$ cat config.mk
export PLATFORM = sky130hd
export DESIGN_NAME = keypad_scan_flat
export DESIGN_NICKNAME = d
export VERILOG_FILES = /design/src/rtl/keypad_scan_if.sv /design/src/rtl/keypad_scan.sv /design/src/flat_wrapper.sv
export SDC_FILE = /design/constraint.sdc
export NUM_CORES = 1
export LEC_CHECK = 0
export BUFFER_PORTS_ARGS = -buffer_cell sky130_fd_sc_hd__clkbuf_2
export CORE_ASPECT_RATIO = 1.5
export CORE_MARGIN = 2
export CORE_UTILIZATION = 55
export DETAILED_ROUTE_END_ITERATION = 12
export GPL_ROUTABILITY_DRIVEN = 0
export PLACE_DENSITY = 0.69
export SLEW_MARGIN = 25
export SYNTH_ARGS = -nofsm -noshare
export SYNTH_HDL_FRONTEND = slang
export SYNTH_SLANG_ARGS = --single-unit
$ cat constraint.sdc
create_clock -name clk -period 5.8 [get_ports clk]
set_input_delay 0.29 -clock clk [delete_from_list [all_inputs] [get_ports clk]]
set_output_delay 0.29 -clock clk [all_outputs]
set_load 0.005 [all_outputs]
$ cat src/rtl/keypad_scan_if.sv
`default_nettype none
// ============================================================================
// Module   : keypad_scan_if
// Brief    : Keypad header bundle: row sense lines in, column strobes and the
//            decoded key report out.
// Revision : 1.0 - initial release
// ============================================================================
interface keypad_scan_if;
    logic [3:0] row_in;     // active-low rows, asynchronous to clk
    logic [3:0] col_out;    // active-low one-hot column strobes
    logic [3:0] key_code;   // row*4 + col of the last accepted key
    logic       key_valid;  // one-cycle pulse on an accepted press
    logic       key_down;   // high while the accepted key is held

    // Board/consumer side: drives the rows, observes the scanner
    modport master (
        output row_in,
        input  col_out, key_code, key_valid, key_down
    );

    // Scanner side
    modport slave (
        input  row_in,
        output col_out, key_code, key_valid, key_down
    );
endinterface
`default_nettype wire

$ cat src/rtl/keypad_scan.sv
`default_nettype none
// ============================================================================
// Module   : keypad_scan
// Brief    : 4x4 matrix keypad scanner. Strobes one column at a time, samples
//            the synchronized rows at the end of each dwell, debounces the
//            first pressed key found and reports it with a one-cycle pulse.
// Revision : 1.0 - initial release
// ============================================================================
module keypad_scan #(
    parameter int SCAN_DIV     = 1000,    // cycles per column dwell, >= 4
    parameter int DEBOUNCE_CNT = 200000   // stable cycles for press/release, >= 2
) (
    input  wire logic     clk,
    input  wire logic     rst,
    keypad_scan_if.slave  kp
);

    localparam int DIV_W = (SCAN_DIV > 1) ? $clog2(SCAN_DIV) : 1;
    localparam int CNT_W = $clog2(DEBOUNCE_CNT);

    localparam logic [DIV_W-1:0] c_div_last = DIV_W'(SCAN_DIV - 1);
    localparam logic [CNT_W-1:0] c_cnt_last = CNT_W'(DEBOUNCE_CNT - 1);

    localparam logic [1:0] c_st_scan     = 2'd0;
    localparam logic [1:0] c_st_debounce = 2'd1;
    localparam logic [1:0] c_st_held     = 2'd2;
    localparam logic [1:0] c_st_release  = 2'd3;

    logic [3:0]       r_sync1, r_sync2;
    logic [1:0]       r_state,     w_state_nxt;
    logic [1:0]       r_col,       w_col_nxt;
    logic [DIV_W-1:0] r_div,       w_div_nxt;
    logic [CNT_W-1:0] r_cnt,       w_cnt_nxt;
    logic [1:0]       r_cand_row,  w_cand_row_nxt;
    logic [3:0]       r_col_out,   w_col_out_nxt;
    logic [3:0]       r_key_code,  w_key_code_nxt;
    logic             r_key_valid, w_key_valid_nxt;
    logic             r_key_down,  w_key_down_nxt;

    logic [3:0]       w_row_lo;
    logic             w_cand_lo;

    // Rows are active low; invert once so the FSM reasons in "pressed" terms
    assign w_row_lo  = ~r_sync2;
    // The candidate row is the only row watched once a key is being tracked
    assign w_cand_lo = w_row_lo[r_cand_row];

    // Two-flop synchronizer for the asynchronous row lines (idle = pulled up)
    always_ff @(posedge clk or posedge rst) begin
        if (rst) begin
            r_sync1 <= 4'hF;
            r_sync2 <= 4'hF;
        end else begin
            r_sync1 <= kp.row_in;
            r_sync2 <= r_sync1;
        end
    end

    // Scan/debounce state register and registered outputs
    always_ff @(posedge clk or posedge rst) begin
        if (rst) begin
            r_state     <= c_st_scan;
            r_col       <= 2'd0;
            r_div       <= '0;
            r_cnt       <= '0;
            r_cand_row  <= 2'd0;
            r_col_out   <= 4'b1110;
            r_key_code  <= 4'd0;
            r_key_valid <= 1'b0;
            r_key_down  <= 1'b0;
        end else begin
            r_state     <= w_state_nxt;
            r_col       <= w_col_nxt;
            r_div       <= w_div_nxt;
            r_cnt       <= w_cnt_nxt;
            r_cand_row  <= w_cand_row_nxt;
            r_col_out   <= w_col_out_nxt;
            r_key_code  <= w_key_code_nxt;
            r_key_valid <= w_key_valid_nxt;
            r_key_down  <= w_key_down_nxt;
        end
    end

    // Next-state logic: column dwell, candidate capture, press/release debounce
    always_comb begin
        w_state_nxt     = r_state;
        w_col_nxt       = r_col;
        w_div_nxt       = r_div;
        w_cnt_nxt       = r_cnt;
        w_cand_row_nxt  = r_cand_row;
        w_key_code_nxt  = r_key_code;
        w_key_valid_nxt = 1'b0;
        w_key_down_nxt  = r_key_down;

        case (r_state)
            c_st_scan: begin
                if (r_div == c_div_last) begin
                    // Dwell counter restarts whether we advance or freeze
                    w_div_nxt = '0;
                    if (|w_row_lo) begin
                        w_state_nxt = c_st_debounce;
                        w_cnt_nxt   = '0;
                        // Lowest-indexed pressed row wins
                        if (w_row_lo[0])      w_cand_row_nxt = 2'd0;
                        else if (w_row_lo[1]) w_cand_row_nxt = 2'd1;
                        else if (w_row_lo[2]) w_cand_row_nxt = 2'd2;
                        else                  w_cand_row_nxt = 2'd3;
                    end else begin
                        w_col_nxt = r_col + 2'd1;
                    end
                end else begin
                    w_div_nxt = r_div + DIV_W'(1);
                end
            end
            c_st_debounce: begin
                if (!w_cand_lo) begin
                    // Bounce or glitch: abandon candidate, resume at next column
                    w_state_nxt = c_st_scan;
                    w_col_nxt   = r_col + 2'd1;
                end else if (r_cnt == c_cnt_last) begin
                    w_state_nxt     = c_st_held;
                    w_key_code_nxt  = {r_cand_row, r_col};
                    w_key_valid_nxt = 1'b1;
                    w_key_down_nxt  = 1'b1;
                end else begin
                    w_cnt_nxt = r_cnt + CNT_W'(1);
                end
            end
            c_st_held: begin
                if (!w_cand_lo) begin
                    w_state_nxt = c_st_release;
                    w_cnt_nxt   = '0;
                end
            end
            c_st_release: begin
                if (w_cand_lo) begin
                    // Release bounce: key is still held, no new report
                    w_state_nxt = c_st_held;
                end else if (r_cnt == c_cnt_last) begin
                    w_state_nxt    = c_st_scan;
                    w_key_down_nxt = 1'b0;
                    w_col_nxt      = r_col + 2'd1;
                end else begin
                    w_cnt_nxt = r_cnt + CNT_W'(1);
                end
            end
            default: begin
                w_state_nxt = c_st_scan;
            end
        endcase

        // Strobe register follows the next column so col_out is glitch-free
        w_col_out_nxt            = 4'b1111;
        w_col_out_nxt[w_col_nxt] = 1'b0;
    end

    assign kp.col_out   = r_col_out;
    assign kp.key_code  = r_key_code;
    assign kp.key_valid = r_key_valid;
    assign kp.key_down  = r_key_down;

endmodule
`default_nettype wire

$ cat src/flat_wrapper.sv
// flat-port wrapper written by rule: the top's interface ports become plain ports
module keypad_scan_flat 
#(
    parameter int SCAN_DIV     = 1000,                                    
    parameter int DEBOUNCE_CNT = 200000                                           
)
  (clk, rst, kp_row_in, kp_col_out, kp_key_code, kp_key_valid, kp_key_down);
  keypad_scan_if kp_i ();
  input  wire logic clk;
  input  wire logic rst;
  input wire logic [$bits(kp_i.row_in)-1:0] kp_row_in;
  output wire logic [$bits(kp_i.col_out)-1:0] kp_col_out;
  output wire logic [$bits(kp_i.key_code)-1:0] kp_key_code;
  output wire logic [$bits(kp_i.key_valid)-1:0] kp_key_valid;
  output wire logic [$bits(kp_i.key_down)-1:0] kp_key_down;
  assign kp_i.row_in = kp_row_in;
  assign kp_col_out = kp_i.col_out;
  assign kp_key_code = kp_i.key_code;
  assign kp_key_valid = kp_i.key_valid;
  assign kp_key_down = kp_i.key_down;
  keypad_scan #(.SCAN_DIV(SCAN_DIV), .DEBOUNCE_CNT(DEBOUNCE_CNT)) u_core (.clk(clk), .rst(rst), .kp(kp_i));
endmodule
Word-level counts from Yosys, hierarchy flattened
Index checks and enable logic that the tools add are counted.
Word-level totals
  flip-flop bits (word level): 52
  input port bits: 6
  output and inout bits: 10
  word-level logic and storage cells: 79
Cells by class
  add/subtract/negate cells: 3
  magnitude comparators: 3
  equal/unequal tests: 14
  multiplexer cells: 37
  bitwise gates (word level): 2
  reduce and logical (&&, ||, !) cells: 9
Operators by type and width (number)
  18-bit two-way mux: 6
  18-bit one-hot mux with 4 select lines: 1
  2-bit two-way mux: 14
  18-bit by 1-bit adder with 18-bit output (second input constant): 1
  18-bit == test (second input constant): 1
  5-bit AND reduction: 3
  10-bit by 1-bit adder with 10-bit output (second input constant): 1
  10-bit == test (second input constant): 1
  1-bit two-way mux: 10
  10-bit two-way mux: 1
  2-bit by 1-bit inequality test with 1-bit output (second input constant): 5
  4-bit inverter: 2
  2-bit one-hot mux with 4 select lines: 1
  2-bit by 3-bit < comparator with 1-bit output (second input constant): 2
  2-bit one-hot mux with 3 select lines: 1
  3-bit AND reduction: 2
  2-bit == test (second input constant): 2
  2-bit inequality test (second input constant): 2
  4-bit OR reduction: 1
  3-bit by 1-bit inequality test with 1-bit output (second input constant): 1
  3-bit inequality test (second input constant): 1
  2-bit by 1-bit adder with 2-bit output (second input constant): 1
  1-bit binary-select mux with 2-bit select: 1
  1-bit demux with 2-bit select: 1
  6 further kinds: 6

Longest topological paths before layout
Gate-level depths: netlist (run 1).
  depth in word-level cells: 10
  depth in mapped cells: 7
  depth with buffers taken out: 6

Worst setup path before layout (run 1)
OpenSTA, ideal clock, no wires.
  path type: register -> register
  start point: register u_core.r_div[0]
  end point: register u_core.r_cnt[10]
  data arrival time: 1998 ps
  data required time: 5722 ps
  setup slack: 3724 ps
  stages on the path, launching flop included: 7
  buffers on the path: 0
  period minus slack after synthesis: 2076 ps
  cells stage by stage: dfrtp_1 ha_1 nand4bb_1 o41ai_4 nand2_4 or4_1 a21oi_1
On the way
  cells in the longest elaborated chain, start to end: 3
Ends and longest elaborated chain
  start: declaration: line keypad_scan.sv:32  | logic [DIV_W-1:0] r_div, w_div_nxt;
  start signal: assignment: line keypad_scan.sv:74  | r_div <= w_div_nxt;
  10-bit == test: line keypad_scan.sv:97  | if (r_div == c_div_last) begin
  2-bit by 1-bit inequality test with 1-bit output (no source line)
  5-bit AND reduction (no source line)
  end signal: assignment: line keypad_scan.sv:75  | r_cnt <= w_cnt_nxt;
  end: declaration: line keypad_scan.sv:33  | logic [CNT_W-1:0] r_cnt, w_cnt_nxt;
No other way between the ends.
A chain may end at the register's enable or synchronous reset.

Worst setup path in the final report (run 1)
  start point: register u_core.r_div[0]
  end point: register u_core.r_cnt[6]
The elaborated chain is that of the path after synthesis.

==> impl_results.md, run 1 <==
* Clk Latency, worst-skew pair at 310 ps
* Async set-reset flop share out of synthesis at 100%
* Reg2Reg Setup Slack at 3380 ps
* Slowest CP cell: o41ai_4
* Total core area at 4470 um^2
* H-tree depth at 2
* RR Endpoint: u_core.r_cnt[6]
* CP arrival at 2650 ps
* Tightest Pin Transition at 651 ps
* Post-synthesis adder-cell area fraction at 0.996%
* Port-buffer cells at 15
* Tmin final at 2420 ps
* Yosys cell types at 49
* Share of cells above drive strength 1 at 18.2%
* Hold slack at 43.8 ps
* Root buffer cell: clkbuf_8
* # setup viols final at 0
* DRT iter0 DRCs at 113
* Via count at 1,881
* Synth area leaders: dfrtp_1 41%, dfstp_2 11%, nor2_1 3.4%, nand4_1 3.2%, xnor2_1 2.8%
* #FFs+latches synth at 52
* EDFF count, synth at 0
* Worst Setup SP: u_core.r_div[0]
* FMAX at 413 MHz
* Reg2reg start: u_core.r_div[0]
* Post-DP HPWL at 3350 um
* Antenna violations before repair at 0
* First drt pass iteration count at 4
* Post-Synth XOR/XNOR Area at 5.23%
* Compound-Gate Fraction of Synth Area at 11.8%
* Top delay family on crit path: simple AND/OR/NAND/NOR gates
* # clock sinks at 52
* Pleak at 0.00119 uW
* Pwr/cell area at 228 nW/um^2
* Die W at 59.2 um
* Final hold vios at 0
* Setup Buffers After CTS at 0
* Post-Synthesis Cell Area at 2510 um^2
* Total stage count of the critical path at 6
* Rel. slew slack at 56.3%
* Unrepaired setup endpoints after global routing: false
* Gates resized, CTS repair at 0
* CP Capture Type: flip-flop
* Most instantiated cells after synthesis: 41 x dfrtp_1, 23 x nor2_1, 17 x nand2_1, 13 x nand3_1, 13 x nand4_1
* Max Clock Skew at 9.02 ps
* Overall Global Routing Usage at 21.7%
* Vias per cell at 6.15
* CP Cell Sequence: ha_1, nand4bb_1, o41ai_4, nand2_4, or4_1, a21oi_1
* Final #Nets at 265
* Pins Over Slew Limit at 0
* CP max stage delay at 580 ps
* Clock transition at path regs at 90 ps
* Worst IR Drop VDD at 0.000133 V
* Worst endpoint required time at 6030 ps
* CTS max path bufs at 2
* Yosys Warn Count at 0
* Final period util at 41.7%
* First-pass GRT wire length at 8500 um
* Synth Area in Simple Gates at 23.0%
* Total gr overflow at 0
* Initial cell density of the core at 56.3%
* Count leader, synth: dfrtp_1
* Status: complete, no violations
* Syn avg cell area at 10.4 um^2
* Worst Hold Class: in -> async
* Critical path buffers and inverters at 0
* Row cnt at 30
* # diodes at 0
* Startpoint Class: flip-flop
* Sequential area share after synthesis at 52.3%
* Vias in the first global route at 1,884
* CP Class: reg -> reg
* Largest family of logic cells by synthesized area: simple AND/OR/NAND/NOR gates
* Worst-path maximum fanout at 18
* Top_reg_cell synth: dfrtp_1
* Synth top area share at 40.8%
* Gate Count Post-Synth at 241
* Antenna Violating Nets Remaining at 0
* Ports at 16
* Final Routed Wirelength at 4720 um
* Reg2reg path depth at 6
* CTS tree: yes
* Leading area contributor after synthesis: dfrtp_1
* Area grow syn2layout at 9.11%
* Residual DRC at 0
* Die area at 5140 um^2
* Largest net degree at the start of global routing at 53
* TritonCTS buffer count at 5
* Post-synthesis mux area share at 4.43%
* DIE HEIGHT at 86.8 um
* Setup tns final at 0 ps
* Post-DR wirelength/cell at 15.4 um
* Syn_nets at 249
* Cts-stage hold buffer count at 0
* Critical path capture point: u_core.r_cnt[6]
* Max cap viols at 0
## flip-flops by register name (all words and copies together) (netlist names), named ones only
register,flops
u_core.r_div,10
u_core.kp.key_code,4
u_core.r_sync2,4
u_core.r_cand_row,2
u_core.r_state,1
u_core.kp.key_valid,1
u_core.r_col,2
u_core.kp.key_down,1
u_core.r_sync1,4
u_core.r_cnt,18
u_core.kp.col_out,4
## through the flow
step / worst slack [ps] / cell area (um^2) / utilization (%) / std cells / power [uW]
after detailed placement: 3410 / 2640 / 59.0 / 298 / 389
after CTS: 3390 / 2740 / 61.4 / 306 / 631
after global routing: 3210 / 2740 / 61.4 / 306 / 645
after global placement: 3450 / 2630 / 58.9 / 298 / 389
after floorplan: 3720 / 2510 / - / 241 / 384
final: 3380 / 2740 / 61.4 / 306 / 625
## metal layers
| metal | vias up | GRT usage, % | part of all wire (%) |
|---|---|---|---|
| li1 | 907 | - | - |
| met1 | 939 | 26.4 | 43 |
| met2 | 26 | 37.2 | 53 |
| met3 | 9 | 3.73 | 2.1 |
| met4 | 0 | 9.09 | 2.0 |
| met5 | - | 0 | 0 |
## area by class of cell
| cell class | instances | area (um^2) |
|---|---|---|
| Inverter | 6 | 25.0 |
| Tap cell | 48 | 60.1 |
| Multi-Input combinational cell | 175 | 1140 |
| Clock inverter | 2 | 35.0 |
| Clock buffer | 6 | 72.6 |
| Timing Repair Buffer | 17 | 90.1 |
| Fill cell | 361 | 1720 |
| Sequential cell | 52 | 1320 |
## worst min path at each step
| stage | depth (start not counted) | endpoint | slack [ps] | start |
|---|---|---|---|---|
| final | 2 | u_core.r_cand_row[1] | 40 | rst |
| after global routing | 1 | u_core.r_sync1[0] | 50 | kp_row_in[0] |
| after CTS | 1 | u_core.r_sync1[0] | 60 | kp_row_in[0] |
| after detailed placement | 0 | u_core.r_sync2[1] | 350 | u_core.r_sync1[1] |
| after global placement | 0 | u_core.r_sync2[0] | 350 | u_core.r_sync1[0] |
| after floorplan | 0 | u_core.r_sync1[0] | 290 | kp_row_in[0] |
## layout by cell type (no fill, tap or decap), types with 2 or more instances in the layout
cell / count
a32o_1: 2
a21oi_1: 10
or3_1: 5
nor4b_1: 2
xor2_1: 7
and4_1: 2
nor2_1: 23
nor2b_1: 4
nand3_1: 13
ha_1: 2
buf_4: 2
clkbuf_2: 15
o21ai_0: 12
or4_1: 4
dfstp_2: 11
dfrtp_1: 41
nand2_1: 17
xnor2_1: 8
clkbuf_8: 5
nor4_1: 3
inv_1: 5
mux2_2: 5
and2_1: 4
and3_1: 3
nand4_1: 13
a22o_1: 2
o31ai_1: 4
nor3_1: 9
## kinds of logic after synthesis
kind of cell	count (synthesis)
DFF	52
xor gates and xnor gates	15
and+or+nand+nor	108
AOI/OAI and AO/OA	42
muxes	8
buffers and inverters	14
adders and majority gates	2
## where the power goes
group / switching, uW / leakage (uW) / internal [uW]
Clock: 116 / 0.0000552 / 128
Sequential: 1.80 / 0.000674 / 368
Combinational: 9.25 / 0.000463 / 2.94
(Power assumes the default switching activity.)
==> run 2, diff against run 1 <==
==> constraint.sdc (replaced) <==
create_clock -name clk -period 2.3 [get_ports clk]
set_input_delay 0.115 -clock clk [delete_from_list [all_inputs] [get_ports clk]]
set_output_delay 0.115 -clock clk [all_outputs]
set_load 0.005 [all_outputs]
==> run 2 against run 1 <==
Count of clock-buffer cells in the layout up 1. Setup slack worse by 3200 ps. Highest routed layer unchanged. Non-clock buffer count up 18. Sequential share of layout area down 2.2 points.
==> impl_results.md, run 2 (synthesis gave the netlist of run 1 again) <==
* Initial cell density of the core at 56.3% (unchanged)
* Total core area at 4470 um^2 (unchanged)
* Tightest Pin Transition at 637 ps (-13.9 ps)
* Final period util at 93.8% (+52 points)
* Overall Global Routing Usage at 21.9% (+0.19 points)
* Total gr overflow at 0 (unchanged)
* Port-buffer cells at 15 (unchanged)
* Worst Hold Class: reg -> reg
* Final Routed Wirelength at 5000 um (+6.0%)
* CP arrival at 2390 ps (-260 ps)
* DRT iter0 DRCs at 113 (unchanged)
* Final #Nets at 283 (+6.8%)
* Vias per cell at 5.95 (-3.2%)
* Post-DR wirelength/cell at 15.4 um (about the same)
* Startpoint Class: flip-flop
* Pins Over Slew Limit at 0 (unchanged)
* Share of cells above drive strength 1 at 21.7% (+3.5 points)
* Pwr/cell area at 522 nW/um^2 (+130%)
* Rel. slew slack at 57.5% (+1.3 points)
* Root buffer cell: clkbuf_8
* Largest net degree at the start of global routing at 53 (unchanged)
* Max cap viols at 0 (unchanged)
* DIE HEIGHT at 86.8 um (unchanged)
* Clk Latency, worst-skew pair at 300 ps (about the same)
* # clock sinks at 52 (unchanged)
* Gates resized, CTS repair at 0 (unchanged)
* First drt pass iteration count at 4 (unchanged)
* CTS tree: yes
* Final hold vios at 0 (unchanged)
* Setup tns final at 0 ps (unchanged)
* Hold slack at 351 ps (+308 ps)
* TritonCTS buffer count at 5 (unchanged)
* Worst IR Drop VDD at 0.000341 V (+160%)
* Commonest non-fill, non-tap cells in the layout: 41 x dfrtp_1, 23 x nor2_1, 17 x nand2_1, 15 x clkbuf_2, 15 x buf_4
* Status: complete, no violations
* Max FFs per register at 18 (unchanged)
* Antenna violations before repair at 0 (unchanged)
* Post-DP HPWL at 3580 um (+6.9%)
* Row cnt at 30 (unchanged)
* Top flop regs: u_core.r_cnt x18, u_core.r_div x10
* FMAX at 464 MHz (+12%)
* Pleak at 0.00126 uW (+6.0%)
* Residual DRC at 0 (unchanged)
* Unrepaired setup endpoints after global routing: false
* Antenna Violating Nets Remaining at 0 (unchanged)
* Via count at 1,928 (+2.5%)
* CP Class: reg -> reg
* CTS max path bufs at 2 (unchanged)
* Worst-path maximum fanout at 11 (-7)
* Die W at 59.2 um (unchanged)
* Vias in the first global route at 1,899 (+0.80%)
* Die area at 5140 um^2 (unchanged)
* Largest Register: u_core.r_cnt
* Ports at 16 (unchanged)
* H-tree depth at 2 (unchanged)
* Area grow syn2layout at 14.3%
* Most common cell after layout, fill and taps aside: dfrtp_1
* Clock transition at path regs at 90 ps (about the same)
* Worst endpoint required time at 2530 ps (-3500 ps)
* Tmin final at 2160 ps (-264 ps)
* CP Capture Type: flip-flop
* # diodes at 0 (unchanged)
* First-pass GRT wire length at 8500 um (unchanged)
* # setup viols final at 0 (unchanged)
* Max Clock Skew at 8.50 ps (-0.521 ps)
-- run 2: cell count changes in the layout (fill, tap and decap cells not counted), sizes merged --
cell | before | now
buf | 2 | 15
dlygate4sd3 | 0 | 5
bufinv | 1 | 0
clkbuf | 21 | 22
clkinv | 1 | 0
clkinvlp | 0 | 1
-- run 2: report_power, final --
part | internal [uW] | switching [uW] | leakage (uW)
Combinational | 13.8 | 24.7 | 0.000546
Sequential | 927 | 4.89 | 0.000674
Clock | 245 | 285 | 0.0000445
Total | 1190 | 315 | 0.00126
-- run 2: through the flow --
stage	cell area, um^2	power [uW]	utilization [%]	setup WS [ps]	std cells
2_1_floorplan	2510	968	-	224	241
3_3_place_gp	2720	982	60.8	208	309
3_5_place_dp	2720	983	60.8	160	309
4_1_cts	2860	1520	64.0	121	322
5_1_grt	2870	1560	64.3	12.2	324
6_report	2870	1500	64.3	143	324
-- run 2: critical path, cell delays in order (launching register included) --
cell and delay [ps]:
dfrtp_1 380, ha_1 200, nand4bb_1 190, o41ai_4 490, nand2_4 150, or4_1 520
a21oi_1 150
-- run 2: per-layer routing --
metal  global-route usage, %  up-vias  wire length [um]
li1                        -      951                 -
met5                       0        -                 0
met1                    26.7      916              2110
met4                    13.2        0               209
met2                    35.3       43              2560
met3                    4.03       18               129
-- run 2: area by class of cell --
cell class | instances | area (um^2)
Clock buffer | 7 | 86.3
Sequential cell | 52 | 1320
Inverter | 6 | 22.5
Clock inverter | 1 | 7.51
Timing Repair Buffer | 35 | 238
Fill cell | 381 | 1590
Multi-Input combinational cell | 175 | 1140
Tap cell | 48 | 60.1
-- run 2: worst paths after layout --
| kind | start | endpoint | slack [ps] | cells after the start |
|---|---|---|---|---|
| worst min register to register | u_core.r_sync1[3] | u_core.r_sync2[3] | 350 | 0 |
| worst max-delay path | u_core.r_div[0] | u_core.r_cnt[10] | 140 | 6 |
| worst max register to register | u_core.r_div[0] | u_core.r_cnt[10] | 140 | 6 |
| worst min-delay path | u_core.r_sync1[3] | u_core.r_sync2[3] | 350 | 0 |
| min in group asynchronous | rst | u_core.r_div[1] | 510 | 4 |
| max in group asynchronous | rst | u_core.r_cnt[12] | 1370 | 4 |
-- run 2: timing repair --
item	in CTS	in global routing
hold endpoints to repair	45	0
hold buffers	5	0
buffers inserted	0	2
setup endpoints to repair	0	1
